File: src/rtl/display_packet_tx.sv
// Serial packet transmitter for the DisplayController link: two BCD digits go out as
// ASCII followed by a 0x00 terminator, each byte framed start/8 data LSB-first/even parity/stop.
module display_packet_tx #(
    parameter int CLKS_PER_BIT = 8,
    parameter int IDLE_BITS    = 1
) (
    input  logic       clk1M8,
    input  logic       rst,
    input  logic       start,
    input  logic [3:0] digit_tens,
    input  logic [3:0] digit_units,
    output logic       serial,
    output logic       busy,
    output logic       done
);

    localparam int CNT_W = (CLKS_PER_BIT > 1) ? $clog2(CLKS_PER_BIT) : 1;
    localparam int GAP_W = (IDLE_BITS > 1) ? $clog2(IDLE_BITS) : 1;
    localparam logic [CNT_W-1:0] CNT_LAST = CNT_W'(CLKS_PER_BIT - 1);
    localparam logic [GAP_W-1:0] GAP_LAST = GAP_W'((IDLE_BITS > 0) ? (IDLE_BITS - 1) : 0);
    localparam bit HAS_GAP = (IDLE_BITS > 0);

    typedef enum logic [2:0] {
        S_IDLE   = 3'd0,
        S_START  = 3'd1,
        S_DATA   = 3'd2,
        S_PARITY = 3'd3,
        S_STOP   = 3'd4,
        S_GAP    = 3'd5
    } state_t;

    function automatic logic [7:0] bcd_to_ascii(input logic [3:0] d);
        if (d <= 4'd9) begin
            return 8'h30 + {4'h0, d};
        end else begin
            return 8'h3F;
        end
    endfunction

    function automatic logic even_parity(input logic [7:0] b);
        return ^b;
    endfunction

    state_t           state_q, state_d;
    logic [CNT_W-1:0] clk_cnt_q, clk_cnt_d;
    logic [2:0]       bit_idx_q, bit_idx_d;
    logic [1:0]       byte_idx_q, byte_idx_d;
    logic [GAP_W-1:0] gap_cnt_q, gap_cnt_d;
    logic [3:0]       tens_q, tens_d;
    logic [3:0]       units_q, units_d;
    logic             serial_q, serial_d;
    logic             busy_q, busy_d;
    logic             done_q, done_d;
    logic             bit_end;
    logic             frame_end;
    logic [7:0]       cur_byte;

    // Next-state, counters and registered line value
    always_comb begin
        state_d    = state_q;
        clk_cnt_d  = clk_cnt_q;
        bit_idx_d  = bit_idx_q;
        byte_idx_d = byte_idx_q;
        gap_cnt_d  = gap_cnt_q;
        tens_d     = tens_q;
        units_d    = units_q;
        done_d     = 1'b0;
        frame_end  = 1'b0;
        bit_end    = (clk_cnt_q == CNT_LAST);

        if (state_q != S_IDLE) begin
            clk_cnt_d = bit_end ? '0 : clk_cnt_q + CNT_W'(1);
        end else begin
            clk_cnt_d = '0;
        end

        case (state_q)
            S_IDLE: begin
                if (start) begin
                    state_d    = S_START;
                    tens_d     = digit_tens;
                    units_d    = digit_units;
                    bit_idx_d  = 3'd0;
                    byte_idx_d = 2'd0;
                    gap_cnt_d  = '0;
                end else begin
                    state_d = S_IDLE;
                end
            end
            S_START: begin
                if (bit_end) begin
                    state_d   = S_DATA;
                    bit_idx_d = 3'd0;
                end else begin
                    state_d = S_START;
                end
            end
            S_DATA: begin
                if (bit_end && (bit_idx_q == 3'd7)) begin
                    state_d = S_PARITY;
                end else if (bit_end) begin
                    bit_idx_d = bit_idx_q + 3'd1;
                end else begin
                    state_d = S_DATA;
                end
            end
            S_PARITY: begin
                if (bit_end) begin
                    state_d = S_STOP;
                end else begin
                    state_d = S_PARITY;
                end
            end
            S_STOP: begin
                if (bit_end && HAS_GAP) begin
                    state_d   = S_GAP;
                    gap_cnt_d = '0;
                end else if (bit_end) begin
                    frame_end = 1'b1;
                end else begin
                    state_d = S_STOP;
                end
            end
            S_GAP: begin
                if (bit_end && (gap_cnt_q == GAP_LAST)) begin
                    frame_end = 1'b1;
                end else if (bit_end) begin
                    gap_cnt_d = gap_cnt_q + GAP_W'(1);
                end else begin
                    state_d = S_GAP;
                end
            end
            default: begin
                state_d = S_IDLE;
            end
        endcase

        // End of one byte's frame plus idle gap: next byte or packet complete
        if (frame_end && (byte_idx_q < 2'd2)) begin
            byte_idx_d = byte_idx_q + 2'd1;
            state_d    = S_START;
        end else if (frame_end) begin
            state_d = S_IDLE;
            done_d  = 1'b1;
        end else begin
            done_d = 1'b0;
        end

        case (byte_idx_d)
            2'd0:    cur_byte = bcd_to_ascii(tens_d);
            2'd1:    cur_byte = bcd_to_ascii(units_d);
            default: cur_byte = 8'h00;
        endcase

        case (state_d)
            S_START:  serial_d = 1'b0;
            S_DATA:   serial_d = cur_byte[bit_idx_d];
            S_PARITY: serial_d = even_parity(cur_byte);
            default:  serial_d = 1'b1;
        endcase

        busy_d = (state_d != S_IDLE);
    end

    // State and output registers
    always_ff @(posedge clk1M8 or posedge rst) begin
        if (rst) begin
            state_q    <= S_IDLE;
            clk_cnt_q  <= '0;
            bit_idx_q  <= 3'd0;
            byte_idx_q <= 2'd0;
            gap_cnt_q  <= '0;
            tens_q     <= 4'd0;
            units_q    <= 4'd0;
            serial_q   <= 1'b1;
            busy_q     <= 1'b0;
            done_q     <= 1'b0;
        end else begin
            state_q    <= state_d;
            clk_cnt_q  <= clk_cnt_d;
            bit_idx_q  <= bit_idx_d;
            byte_idx_q <= byte_idx_d;
            gap_cnt_q  <= gap_cnt_d;
            tens_q     <= tens_d;
            units_q    <= units_d;
            serial_q   <= serial_d;
            busy_q     <= busy_d;
            done_q     <= done_d;
        end
    end

    assign serial = serial_q;
    assign busy   = busy_q;
    assign done   = done_q;

endmodule

File: config.mk
export PLATFORM = sky130hd
export DESIGN_NAME = display_packet_tx
export DESIGN_NICKNAME = d
export VERILOG_FILES = /design/src/rtl/display_packet_tx.sv
export SDC_FILE = /design/constraint.sdc
export NUM_CORES = 1
export LEC_CHECK = 0
export BUFFER_PORTS_ARGS = -buffer_cell sky130_fd_sc_hd__buf_2
export CORE_ASPECT_RATIO = 0.75
export CORE_UTILIZATION = 57
export DETAILED_ROUTE_END_ITERATION = 10
export GPL_ROUTABILITY_DRIVEN = 0
export PLACE_DENSITY = 0.82
export SYNTH_ARGS = -nofsm -noshare
export SYNTH_HDL_FRONTEND = slang
export SYNTH_SLANG_ARGS = --single-unit
File: constraint.sdc
create_clock -name clk1M8 -period 4 [get_ports clk1M8]
set_clock_uncertainty 0.15 [all_clocks]
set_input_delay 0.8 -clock clk1M8 [delete_from_list [all_inputs] [get_ports clk1M8]]
set_output_delay 0.8 -clock clk1M8 [all_outputs]
set_load 0.05 [all_outputs]
== Word level (Yosys, flattened, before mapping) ==
Cells that the tools add are included.

* Flip-flop bits (word level): 23
* ROM bits: 0
* Logic and storage cells: 86
* Bits in writable memories: 0
* Bits of input ports: 11
* Latch bits: 0
* Output and inout port bits: 3
* Memories: 0

* Add/subtract/negate cells: 6
* Reductions and logical operators: 10
* $mul: 0
* Bitwise gates (word level): 1
* Div/mod/pow operators: 0
* Magnitude comparators: 4
* Muxes and demuxes: 40
* Shift-type cells: 0
* Equality and inequality tests: 15

{| class="wikitable"
|+ Operators by type and width
! kind !! count
|-
| 2-to-1 mux 3 bit || 13
|-
| one-hot mux 3 bit (6 select lines) || 1
|-
| 2-to-1 mux 4 bit || 4
|-
| one-hot mux 8 bit (2 select lines) || 1
|-
| adder 6 x 4 -> 7 bit (first input constant) || 2
|-
| 2-to-1 mux 7 bit || 2
|-
| == test 3 x 2 -> 1 bit (second input constant) || 4
|-
| == test 3 bit (second input constant) || 4
|-
| 2-to-1 mux 1 bit || 11
|-
| one-hot mux 3 bit (3 select lines) || 1
|-
| nonzero test 3 bit || 3
|-
| less-or-equal comparator 4 bit (second input constant) || 2
|-
| 2-to-1 mux 2 bit || 4
|-
| inequality test 2 bit (second input constant) || 4
|-
| XOR reduction 8 bit || 1
|-
| adder 3 x 1 -> 3 bit (second input constant) || 2
|-
| == test 3 x 1 -> 1 bit (second input constant) || 2
|-
| one-hot mux 1 bit (3 select lines) || 2
|-
| AND reduction 5 bit || 1
|-
| less-than comparator 3 x 4 -> 1 bit (second input constant) || 1
|-
| binary-select mux 1 bit (select 3 bit) || 1
|-
| logical AND 1 bit || 3
|-
| logical NOT 3 bit || 1
|-
| adder 2 x 1 -> 2 bit (second input constant) || 1
|-
| other kinds (5) || 5
|}

== Depth between registers and ports, before layout ==
Gate-level depths: netlist of run 1.

* Depth in word-level cells: 11
* Gate-level depth with buffers: 11
* Mapped depth without buffers: 10

== Least setup slack after synthesis of run 1 ==
Ideal clock, no wire load.

* Path kind: input -> register
* Start: in start
* End: reg serial_q (netlist: serial)
* Path buffers: 0
* Slack: 1.335 ns
* Required time: 3.755 ns
* Stages on the path: 6
* Library setup time: 0.095 ns
* Arrival: 2.421 ns
* Cells stage by stage: or4b_4 > mux2_4 > o21a_1 > or3_1 > a211oi_2 > o211ai_2

* Word-level cells in the longest chain between the ends: 8
* Elaborated cells on any way between the ends: 29
* Classes of those cells: add/sub (2); order compare (2); eq/ne (4); mux (19); reduce/logical (2)

{| class="wikitable"
|+ RTL lines
! what !! line !! text
|-
| start, declared || 9 || <nowiki>input logic start,</nowiki>
|-
| 2-to-1 mux 4 bit * || 79 || <nowiki>if (start) begin</nowiki>
|-
| 2-to-1 mux 4 bit * || 77 || <nowiki>case (state_q)</nowiki>
|-
| via tens_d[2] || 49 || <nowiki>logic [3:0] tens_q, tens_d;</nowiki>
|-
| adder 6 x 4 -> 7 bit / less-or-equal comparator 4 bit (equally long branches) || 34, 33 ||
|-
| 2-to-1 mux 7 bit * || 33 || <nowiki>if (d <= 4'd9) begin</nowiki>
|-
| one-hot mux 8 bit (2 select lines) * || 149 || <nowiki>case (byte_idx_d)</nowiki>
|-
| binary-select mux 1 bit (select 3 bit) || 157 || <nowiki>S_DATA: serial_d = cur_byte[bit_idx_d];</nowiki>
|-
| 2-to-1 mux 1 bit (implied by the code) || 157 ||
|-
| one-hot mux 1 bit (3 select lines) * || 155 || <nowiki>case (state_d)</nowiki>
|-
| via serial_d || 51 || <nowiki>logic serial_q, serial_d;</nowiki>
|-
| end signal, assigned || 186 || <nowiki>serial_q <= serial_d;</nowiki>
|-
| end, declared || 51 ||
|}

The timed path passes the listed nets; every way through them passes the cells marked *. The select of a mux whose other input is x is not followed.
A chain may end at the register's enable or synchronous reset.

== Final worst setup path of run 1 ==
* Start: reg clk_cnt_q[0]
* End: reg serial_q (netlist: serial)

* Word-level cells in the longest chain between the ends: 11
* Elaborated cells on any way between the ends: 31
* Classes of those cells: eq/ne (5); mux (21); reduce/logical (5)

{| class="wikitable"
|+ RTL lines
! what !! line !! text
|-
| start, declared || 45 || <nowiki>logic [CNT_W-1:0] clk_cnt_q, clk_cnt_d;</nowiki>
|-
| start signal, assigned || 180 || <nowiki>clk_cnt_q <= clk_cnt_d;</nowiki>
|-
| == test 3 bit * || 69 || <nowiki>bit_end = (clk_cnt_q == CNT_LAST);</nowiki>
|-
| logical AND 1 bit || 125 || <nowiki>if (bit_end && (gap_cnt_q == GAP_LAST)) begin</nowiki>
|-
| 2-to-1 mux 1 bit || 125 ||
|-
| 2-to-1 mux 1 bit || n/a ||
|-
| logical AND 1 bit || 139 || <nowiki>if (frame_end && (byte_idx_q < 2'd2)) begin</nowiki>
|-
| 2-to-1 mux 2 bit || 139 ||
|-
| == test 2 x 1 -> 1 bit / logical NOT 2 bit (equally long branches) || 149 ||
|-
| one-hot mux 8 bit (2 select lines) || 149 ||
|-
| binary-select mux 1 bit (select 3 bit) || 157 ||
|-
| 2-to-1 mux 1 bit (implied by the code) || 157 ||
|-
| one-hot mux 1 bit (3 select lines) * || 155 ||
|-
| via serial_d || 51 ||
|}

Marks and branches as above.

==> results of run 1 <==
## report_power, final
group          total [mW]  internal (mW)  switching [mW]
Clock               0.108         0.0375          0.0703
Sequential          0.238          0.237         0.00168
Combinational      0.0304         0.0140          0.0164
## synthesized netlist by cell type (2+ instances only)
library cell,instances,area [um^2]
dfrtp_1,22,550.5
nor2_1,9,33.78
o21ai_0,7,35.03
mux2_2,6,67.56
ha_1,5,62.56
nor2b_1,5,31.28
nor3_1,5,25.02
inv_1,4,15.01
nand2_1,4,15.01
nand2b_1,4,25.02
a21oi_1,3,15.01
mux2i_1,3,30.03
o211a_1,3,30.03
a211oi_1,2,15.01
a211oi_2,2,25.02
a2bb2oi_1,2,17.52
and2_1,2,12.51
buf_6,2,22.52
nand3b_1,2,15.01
o211ai_1,2,15.01
o21a_1,2,15.01
o22ai_1,2,12.51
o311ai_0,2,17.52
or2b_1,2,15.01
or3_1,2,12.51
## cell families after synthesis
| kind of cell | count (synthesis) | synth area share (%) |
|---|---|---|
| simple gates | 43 | 18.47 |
| compound gates | 39 | 21.93 |
| flops | 23 | 41.95 |
| buf+inv | 10 | 4.275 |
| mux | 10 | 8.189 |
| fa+ha+maj | 5 | 4.550 |
| xor+xnor | 1 | 0.6371 |
## through the flow
stage / area, um^2 / worst slack [ns]
6_report: 1481 / 1.042
5_1_grt: 1481 / 0.8711
4_1_cts: 1481 / 1.092
3_5_place_dp: 1454 / 1.029
3_3_place_gp: 1454 / 1.094
2_1_floorplan: 1375 / 1.335
## area by class of cell
type | instances | share of cell area [%]
inverter | 4 | 1.014
tap | 34 | 2.872
sequential | 23 | 38.94
multi-input combinational | 98 | 49.92
clock buffer | 3 | 1.520
timing repair buffer | 15 | 5.405
clock inverter | 1 | 0.3378
## path summary, 6_finish.rpt
check / from / cells after the start / slack [ns] / endpoint
max: clk_cnt_q[0] / 9 / 1.04 / serial
min: clk_cnt_q[0] / 1 / 0.32 / clk_cnt_q[0]
max reg2reg: clk_cnt_q[0] / 9 / 1.04 / serial
min reg2reg: clk_cnt_q[0] / 1 / 0.32 / clk_cnt_q[0]
max in group asynchronous: rst / 2 / 2.69 / tens_q[3]
min in group asynchronous: rst / 2 / 0.48 / units_q[0]
## worst register-to-register path, stage by stage (launching register included)
cell       delay [ns]
dfrtp_1          0.38
ha_1             0.15
ha_1             0.30
nand3b_1         0.26
nor4_1           0.38
o21ai_0          0.27
and2_1           0.23
a2111oi_0        0.53
a211oi_2         0.15
o211ai_2         0.09
## sequential cells by signal (all words and copies together) (netlist names)
| signal | count |
|---|---|
| gap_cnt_q | 1 |
| byte_idx_q | 2 |
| tens_q | 4 |
| units_q | 4 |
| state_q | 3 |
| busy | 1 |
| done | 1 |
| clk_cnt_q | 3 |
| bit_idx_q | 3 |
| serial | 1 |
## layer usage
| layer | GRT usage [%] | part of all wire, % | vias up |
|---|---|---|---|
| met2 | 33.33 | 43 | 29 |
| met4 | 7.143 | 0.64 | 0 |
| met1 | 31.38 | 50 | 514 |
| li1 | - | - | 516 |
| met5 | 0 | 0 | - |
| met3 | 7.310 | 6.4 | 4 |
==> metrics.md, run 1 <==
| Metric | Value |
|---|---|
| Status | `finished, final reports clean` |
| Core ar. | `around 0.0023 mm^2` |
| Asr flop ratio synth | `100.0%` |
| Clk buf depth | `2` |
| Max incr delay on CP | `about 0.53 ns` |
| CTS tree | `done` |
| CTS clock-pin slew for the worst setup and hold paths | `roughly 0.12 ns` |
| Worst path slowest cell | `a2111oi_0` |
| Final Hold Viols | `0` |
| Die H | `roughly 45 um` |
| Max-slew headroom | `a little over two fifths` |
| Setup violators final | `0` |
| Fin cells | `between 150 and 200` |
| Worst min path class | `reg -> reg` |
| Critical path required time | `about 4.1 ns` |
| Final Max Slew Viols | `0` |
| Post-layout util | `between 60 and 70%` |
| Top delay family on crit path | `compound AO/OA/AOI/OAI gates` |
| Max Fclk | `338.0 MHz` |
| Syn-to-layout area delta | `7.734%` |
| Top-Level Pins | `14` |
| Max Cap Viol | `0` |
| Synth Warn # | `0` |
| Leak Pwr | `between 0.6 and 0.7 nW` |
| Critical Path AT | `just over 3 ns` |
| Share of cells above drive strength 1 | `about a quarter` |
| Full die area | `around 0.0026 mm^2` |
| GR Util All Layers | `between 20% and 30%` |
| Worst-margin pin slew | `0.8561 ns` |
| Die Width | `around 60 um` |
| Total Routed Length | `roughly 2.7 mm` |
| Cell Area, Synth | `about 0.0014 mm^2` |
| Final min period | `between 2 and 3 ns` |
| Via-per-instance ratio | `approximately 6.0` |
| Max rail drop VDD | `between 0.2 and 0.25 mV` |
| H-tree depth | `1` |
| Final net count | `161` |
| Top FF cell, synth | `dfrtp_1` |
| EDFF count, synth | `0` |
| Average size of a mapped cell | `about 10 um^2` |
| Grt ovf | `0` |
| Root buf cell | `clkbuf_4` |
| Commonest non-fill, non-tap cell in the layout | `dfrtp_1` |
| IO Port Bufs | `13` |
| Avg WL per Cell | `~15 um` |
| Final ANT Viol Nets | `0` |
| First-pass GRT wire length | `roughly 4.3 mm` |
| Vias in the first global route | `approximately 970` |
| Row count | `15` |
| Drt pass-1 iters | `4` |
| Worst hold slack | `approximately 0.32 ns` |
| # clock sinks | `23` |
| Synth Register Bits | `23` |
| PD cells | `254.1 mW/mm^2` |
| Worst Setup End Kind | `register` |
| Startpoint types | `register` |
| Post-synthesis sequential area ratio | `41.95%` |
| Crit-path cells | `ha_1 > ha_1 > nand3b_1 > nor4_1 > o21ai_0 > and2_1 > a2111oi_0 > a211oi_2 > o211ai_2` |
| Inst Count DP | `approximately 170` |
| Total chip power | `0.3764 mW` |
| Filler cells | `roughly 190` |
| Initial DRC Count | `21` |
| Final period utilization | `around three quarters` |
| Post-CTS Repair Setup Buffers | `0` |
| Multi-input logic area | `between 700 and 800 um^2` |
| CP Max Fanout | `8` |
| Antenna violations before repair | `0` |
| RSZ-0062 raised after global routing | `false` |
| Post_cts resized | `0` |
| CP Class | `reg -> reg` |
| Worst Path Buf+Inv | `0` |
| Pin count of the biggest net entering global routing | `24` |
| Setup TNS | `0 ns` |
| Cts hold-fix bufs | `0` |
| HPWL Detailed | `approximately 2 mm` |
| Synthesized instance count | `around 130` |
| Starting density of the core | `60.05%` |
| Number of distinct library cells after synthesis | `between 50 and 60` |
| CP dominant cell by count | `ha_1` |
| Commonest cells after routing, fill and taps aside | `dfrtp_1 (22), buf_2 (13), nor2_1 (9)` |
| Cts bufs inserted | `3` |
| DRC errors left | `0` |
| Vias | `about 1100` |
| Worst-skew pair later-pin latency | `between 0.3 and 0.4 ns` |
| Sequential Area | `576.8 um^2` |
| Syn nets | `between 100 and 150` |
| ANT cells | `0` |
(Power assumes the default switching activity.)
==> run 2, diff against run 1 <==
==> constraint.sdc (replaced) <==
create_clock -name clk1M8 -period 2.8 [get_ports clk1M8]
set_clock_uncertainty 0.15 [all_clocks]
set_input_delay 0.56 -clock clk1M8 [delete_from_list [all_inputs] [get_ports clk1M8]]
set_output_delay 0.56 -clock clk1M8 [all_outputs]
set_load 0.05 [all_outputs]
==> run 2 against run 1 <==
Net effect: first-iteration DRC count grew 48%; utilization grew 3.2 points; design area grew 5.0%; die area is the same; clock power grew 42%; routed wire length grew 11%; largest cell class unchanged; highest routed layer unchanged.
==> metrics.md, run 2 (synthesis gave the netlist of run 1 again) <==
| Metric | Value |
|---|---|
| CP Class | `reg -> reg (unchanged)` |
| Via-per-instance ratio | `6.050 (was 5.972)` |
| Clk buf depth | `2 (unchanged)` |
| Worst path slowest cell | `dfrtp_1 (was a2111oi_0)` |
| Final period utilization | `95.92% (was 73.96%)` |
| First-pass GRT wire length | `4.533 mm (was 4.333 mm)` |
| Worst-skew pair later-pin latency | `0.32 ns (about the same)` |
| Commonest cells after routing, fill and taps aside | `dfrtp_1 (22), buf_2 (13), nor2_1 (9) (unchanged)` |
| Initial DRC Count | `31 (was 21)` |
| Worst-margin pin slew | `0.9334 ns (was 0.8561 ns)` |
| Startpoint types | `register (unchanged)` |
| Row count | `15 (unchanged)` |
| Syn-to-layout area delta | `13.10% (was 7.734%)` |
| Final net count | `164 (was 161)` |
| Drt pass-1 iters | `4 (unchanged)` |
| Final min period | `2.686 ns (was 2.958 ns)` |
| Max-slew headroom | `37.70% (was 42.87%)` |
| Critical path required time | `2.90 ns (was 4.10 ns)` |
| HPWL Detailed | `2.165 mm (was 2.005 mm)` |
| Largest regs | `tens_q x4, units_q x4 (unchanged)` |
| Top delay family on crit path | `compound AO/OA/AOI/OAI gates (unchanged)` |
| Starting density of the core | `60.05% (unchanged)` |
| Die Width | `58.72 um (unchanged)` |
| Cts hold-fix bufs | `0 (unchanged)` |
| Full die area | `0.002615 mm^2 (unchanged)` |
| CTS tree | `done (unchanged)` |
| Grt ovf | `0 (unchanged)` |
| Worst Setup End Kind | `register (unchanged)` |
| CP Max Fanout | `11 (was 8)` |
| Post-route cell area | `0.001555 mm^2 (was 0.001481 mm^2)` |
| Commonest non-fill, non-tap cell in the layout | `dfrtp_1 (unchanged)` |
| PD cells | `347.4 mW/mm^2 (was 254.1 mW/mm^2)` |
| Share of cells above drive strength 1 | `29.93% (was 23.61%)` |
| IO Port Bufs | `13 (unchanged)` |
| Critical Path AT | `2.78 ns (was 3.06 ns)` |
| H-tree depth | `1 (unchanged)` |
| Status | `finished, final reports clean (unchanged)` |
| CTS clock-pin slew for the worst setup and hold paths | `0.12 ns (about the same)` |
| Max Fclk | `372.4 MHz (was 338.0 MHz)` |
| Max incr delay on CP | `0.52 ns (was 0.53 ns)` |
| Worst Path Buf+Inv | `1 (was 0)` |
| Crit-path cells | `nor4b_2 > buf_4 > mux2i_1 > o22ai_1 > a211oi_1 > a211oi_2 > o21ai_1 > o211ai_2 (was ha_1 > ha_1 > nand3b_1 > nor4_1 > o21ai_0 > and2_1 > a2111oi_0 > a211oi_2 > o211ai_2)` |
| Setup violators final | `0 (unchanged)` |
| Dpl cell area | `0.001476 mm^2 (was 0.001454 mm^2)` |
| Max Cap Viol | `0 (unchanged)` |
| Setup TNS | `0 ns (unchanged)` |
| Worst min path class | `in -> async (was reg -> reg)` |
| Root buf cell | `clkbuf_4 (unchanged)` |
| ANT cells | `0 (unchanged)` |
| Avg WL per Cell | `16.23 um (was 14.89 um)` |
| DRC errors left | `0 (unchanged)` |
| Antenna violations before repair | `0 (unchanged)` |
| # clock sinks | `23 (unchanged)` |
| Vias in the first global route | `934 (was 972)` |
| Total Routed Length | `2.938 mm (was 2.650 mm)` |
| Cts bufs inserted | `3 (unchanged)` |
| Leak Pwr | `0.6668 nW (was 0.6472 nW)` |
| Max rail drop VDD | `0.2560 mV (was 0.2351 mV)` |
| GR Util All Layers | `24.26% (was 22.52%)` |
| Final ANT Viol Nets | `0 (unchanged)` |
| Top-Level Pins | `14 (unchanged)` |
| Vias | `1095 (was 1063)` |
| Final Max Slew Viols | `0 (unchanged)` |
| Core ar. | `0.002290 mm^2 (unchanged)` |
| Final Hold Viols | `0 (unchanged)` |
| Die H | `44.54 um (unchanged)` |
| Pin count of the biggest net entering global routing | `24 (unchanged)` |
run 2: final timing paths:
kind                         startpoint            to  slack, ns  cells past startpoint
max                          state_q[1]        serial       0.11                      8
min                                 rst    units_q[0]       0.28                      2
max reg2reg                  state_q[1]        serial       0.11                      8
min reg2reg                clk_cnt_q[0]  clk_cnt_q[0]       0.32                      1
max in group asynchronous           rst    units_q[2]       1.66                      2
min in group clk1M8        clk_cnt_q[0]  clk_cnt_q[0]       0.32                      1
run 2: what timing repair did:
action / CTS / global route
resized for setup: 3 / 7
setup buffers: 0 / 0
setup endpoints to repair: 1 / 1
cloned: 0 / 0
pin swaps: 0 / 1
run 2: cell type report:
class	count	area [um^2]
multi-input combinational	98	790.8
fill	188	734.5
tap	34	42.54
inverter	4	15.01
sequential	23	576.8
clock inverter	1	5.005
timing repair buffer	18	102.6
clock buffer	3	22.52
run 2: through the flow:
stage / util [%] / power (mW) / setup slack, ns / std cells / hold WS, ns
after CTS: 65.96 / 0.5430 / 0.04367 / 181 / 0.2558
after detailed placement: 64.48 / 0.3898 / -0.2424 / 177 / 0.3094
after floorplan: - / 0.3750 / 0.2604 / 131 / 0.2650
after global placement: 64.48 / 0.3885 / -0.05809 / 177 / 0.2755
final: 67.92 / 0.5403 / 0.1144 / 181 / 0.2767
after global routing: 67.92 / 0.5626 / -0.03306 / 181 / 0.3123
run 2: layer usage:
metal  global-route usage [%]  part of all wire, %  vias to the layer above
li1                         -                    -                      531
met1                    35.36                   47                      527
met2                    35.40                   44                       31
met3                    5.263                  7.2                        6
met4                    9.048                  1.6                        0
met5                        0                    0                        -
run 2: where the power goes:
part,total [mW],internal (mW),switching (mW)
registers,0.340,0.338,0.00247
logic,0.0468,0.0213,0.0254
clock network,0.153,0.0536,0.0996
==> run 3, diff against run 2 <==
--- a/config.mk
+++ b/config.mk
@@ -7,10 +7,12 @@
 export LEC_CHECK = 0
 export BUFFER_PORTS_ARGS = -buffer_cell sky130_fd_sc_hd__buf_2
 export CORE_ASPECT_RATIO = 0.75
+export CORE_MARGIN = 2
 export CORE_UTILIZATION = 57
 export DETAILED_ROUTE_END_ITERATION = 10
 export GPL_ROUTABILITY_DRIVEN = 0
 export PLACE_DENSITY = 0.82
+export SKIP_CTS_REPAIR_TIMING = 1
 export SYNTH_ARGS = -nofsm -noshare
 export SYNTH_HDL_FRONTEND = slang
 export SYNTH_SLANG_ARGS = --single-unit
==> constraint.sdc (replaced) <==
create_clock -name clk1M8 -period 2.8 [get_ports clk1M8]
set_clock_uncertainty 0.15 [all_clocks]
set_input_delay 0.56 -clock clk1M8 [delete_from_list [all_inputs] [get_ports clk1M8]]
set_output_delay 0.56 -clock clk1M8 [all_outputs]
set_load 0.01 [all_outputs]
==> run 3 against run 2 <==
Net effect: first-iteration DRC count up 32%; critical endpoint unchanged; sequential power about the same; largest cell class unchanged; power is essentially flat; critical path type unchanged; die area up 8.1%; clock power hardly changed; sequential share of layout area rose by 0.70 points.
==> metrics.md, run 3 (synthesis gave the netlist of run 1 again) <==
| Metric | Value |
|---|---|
| Die H | `46.54 um (was 44.54 um)` |
| Final ANT Viol Nets | `0 (unchanged)` |
| GR Util met1 | `35.19% (was 35.36%)` |
| Status | `finished, final reports clean (unchanged)` |
| Starting density of the core | `60.05% (unchanged)` |
| Max rail drop VDD | `0.3379 mV (was 0.2560 mV)` |
| Critical path required time | `2.90 ns (about the same)` |
| Core ar. | `0.002290 mm^2 (unchanged)` |
| Critical Path AT | `2.76 ns (was 2.78 ns)` |
| Max-slew headroom | `41.70% (was 37.70%)` |
| Die Width | `60.72 um (was 58.72 um)` |
| Final min period | `2.662 ns (was 2.686 ns)` |
| Dpl cell area | `0.001476 mm^2 (unchanged)` |
| Worst R2R Setup Slack | `0.14 ns (was 0.11 ns)` |
| Antenna violations before repair | `0 (unchanged)` |
| Final Max Slew Viols | `0 (unchanged)` |
| Via-per-instance ratio | `6.055 (was 6.050)` |
| Max Fclk | `375.6 MHz (was 372.4 MHz)` |
| Vias | `1096 (was 1095)` |
| Final period utilization | `95.09% (was 95.92%)` |
| Top-Level Pins | `14 (unchanged)` |
| CP Class | `reg -> reg (unchanged)` |
| H-tree depth | `1 (unchanged)` |
| Clock power frac | `28.6% (was 28.3%)` |
| Worst-margin pin slew | `0.8736 ns (was 0.9334 ns)` |
| Drt pass-1 iters | `4 (unchanged)` |
| First-pass GRT wire length | `4.802 mm (was 4.533 mm)` |
| Startpoint types | `register (unchanged)` |
| FF-to-FF path depth | `9 (was 8)` |
| Met2 usage | `35.70% (was 35.40%)` |
| CTS tree | `done (unchanged)` |
| Setup TNS | `0 ns (unchanged)` |
| Met3 GRT Util | `5.618% (was 5.263%)` |
| Final net count | `164 (unchanged)` |
| Final setup margin | `0.1375 ns (was 0.1144 ns)` |
| PD cells | `353.9 mW/mm^2 (was 347.4 mW/mm^2)` |
| Max Cap Viol | `0 (unchanged)` |
| Cts bufs inserted | `3 (unchanged)` |
| Flop pwr share | `63.1% (was 63.0%)` |
| GRT Max-Usage Layer | `met2 (unchanged)` |
| Commonest cells after routing, fill and taps aside | `dfrtp_1 (22), buf_2 (13), nor2_1 (9) (unchanged)` |
| Pre-CTS setup slack | `-0.1521 ns (was -0.2424 ns)` |
| Comb pwr share | `8.4% (was 8.7%)` |
| Inst Count DP | `177 (unchanged)` |
| Setup violators final | `0 (unchanged)` |
| # clock sinks | `23 (unchanged)` |
| Row count | `15 (unchanged)` |
| Vias in the first global route | `990 (was 934)` |
| GR Util All Layers | `23.78% (was 24.26%)` |
| Post-route cell area | `0.001526 mm^2 (was 0.001555 mm^2)` |
| Fin cells | `181 (unchanged)` |
| Avg WL per Cell | `16.71 um (was 16.23 um)` |
| Total Routed Length | `3.025 mm (was 2.938 mm)` |
| Worst min path class | `in -> async (unchanged)` |
| CP Max Fanout | `8 (was 11)` |
| Root buf cell | `clkbuf_4 (unchanged)` |
| Pin count of the biggest net entering global routing | `24 (unchanged)` |
| CTS clock-pin slew for the worst setup and hold paths | `0.13 ns (was 0.12 ns)` |
| Initial DRC Count | `41 (was 31)` |
| Clk buf depth | `2 (unchanged)` |
| IO Port Bufs | `13 (unchanged)` |
| Syn-to-layout area delta | `11.01% (was 13.10%)` |
| Grt ovf | `0 (unchanged)` |
| HPWL Detailed | `2.242 mm (was 2.165 mm)` |
| ANT cells | `0 (unchanged)` |
| DRC errors left | `0 (unchanged)` |
| P_int | `0.4121 mW (was 0.4128 mW)` |
| Origin of the critical flop-to-flop path | `clk_cnt_q[0] (was state_q[1])` |
| Worst hold slack | `0.2551 ns (was 0.2767 ns)` |
| Full die area | `0.002825 mm^2 (was 0.002615 mm^2)` |
| Switching Power | `0.1281 mW (was 0.1275 mW)` |
| Commonest non-fill, non-tap cell in the layout | `dfrtp_1 (unchanged)` |
| Leak Pwr | `0.6620 nW (was 0.6668 nW)` |
| RR Endpoint | `serial (unchanged)` |
| Share of cells above drive strength 1 | `27.89% (was 29.93%)` |
| Sw Share | `23.72% (was 23.60%)` |
| Final Hold Viols | `0 (unchanged)` |
| Worst-skew pair later-pin latency | `0.31 ns (was 0.32 ns)` |
| Worst Setup End Kind | `register (unchanged)` |
| Largest regs | `tens_q x4, units_q x4 (unchanged)` |
[run 3: how the worst max path moves through the flow]
stage | start | endpoint | slack [ns] | cells after the start
6_report | clk_cnt_q[0] | serial | 0.14 | 9
5_1_grt | state_q[2] | serial | -0.01 | 8
4_1_cts | clk_cnt_q[0] | serial | -0.19 | 8
3_5_place_dp | clk_cnt_q[0] | serial | -0.15 | 8
3_3_place_gp | clk_cnt_q[0] | serial | -0.12 | 8
2_1_floorplan | clk_cnt_q[0] | serial | 0.26 | 9
[run 3: worst max-delay path: stages, from the launching register on]
cell       delay, ns
dfrtp_1         0.38
ha_1            0.15
ha_2            0.27
nand3b_1        0.18
or4_1           0.57
a2bb2oi_1       0.29
o211ai_1        0.17
o211a_1         0.18
o21ai_1         0.15
o211ai_2        0.11
[run 3: routing by layer]
metal	vias to the layer above	part of all wire (%)
li1	528	-
met1	533	49
met2	31	44
met3	4	5.2
met4	0	0.93
met5	-	0
[run 3: metrics by stage]
step,utilization [%],total power [mW]
2_1_floorplan,-,0.3750
3_3_place_gp,64.48,0.3887
3_5_place_dp,64.48,0.3905
4_1_cts,65.68,0.5443
5_1_grt,66.67,0.5634
6_report,66.67,0.5402
[run 3: power by group through the flow]
| stage | clock [mW] | combinational, mW | sequential (mW) |
|---|---|---|---|
| after floorplan | 0 | 0.0291 | 0.346 |
| after global placement | 0 | 0.0421 | 0.347 |
| after detailed placement | 0 | 0.0436 | 0.347 |
| after CTS | 0.160 | 0.0437 | 0.341 |
| after global routing | 0.172 | 0.0501 | 0.341 |
| final | 0.154 | 0.0452 | 0.341 |
[run 3: area by class of cell]
cell class              count  area [um^2]
clock inverters             1        5.005
clock buffers               3        22.52
flip-flops and latches     23        576.8
inverters                   4        15.01
repair buffers             18        102.6
well taps                  34        42.54
fillers                   183        763.2
multi-input cells          98        762.0
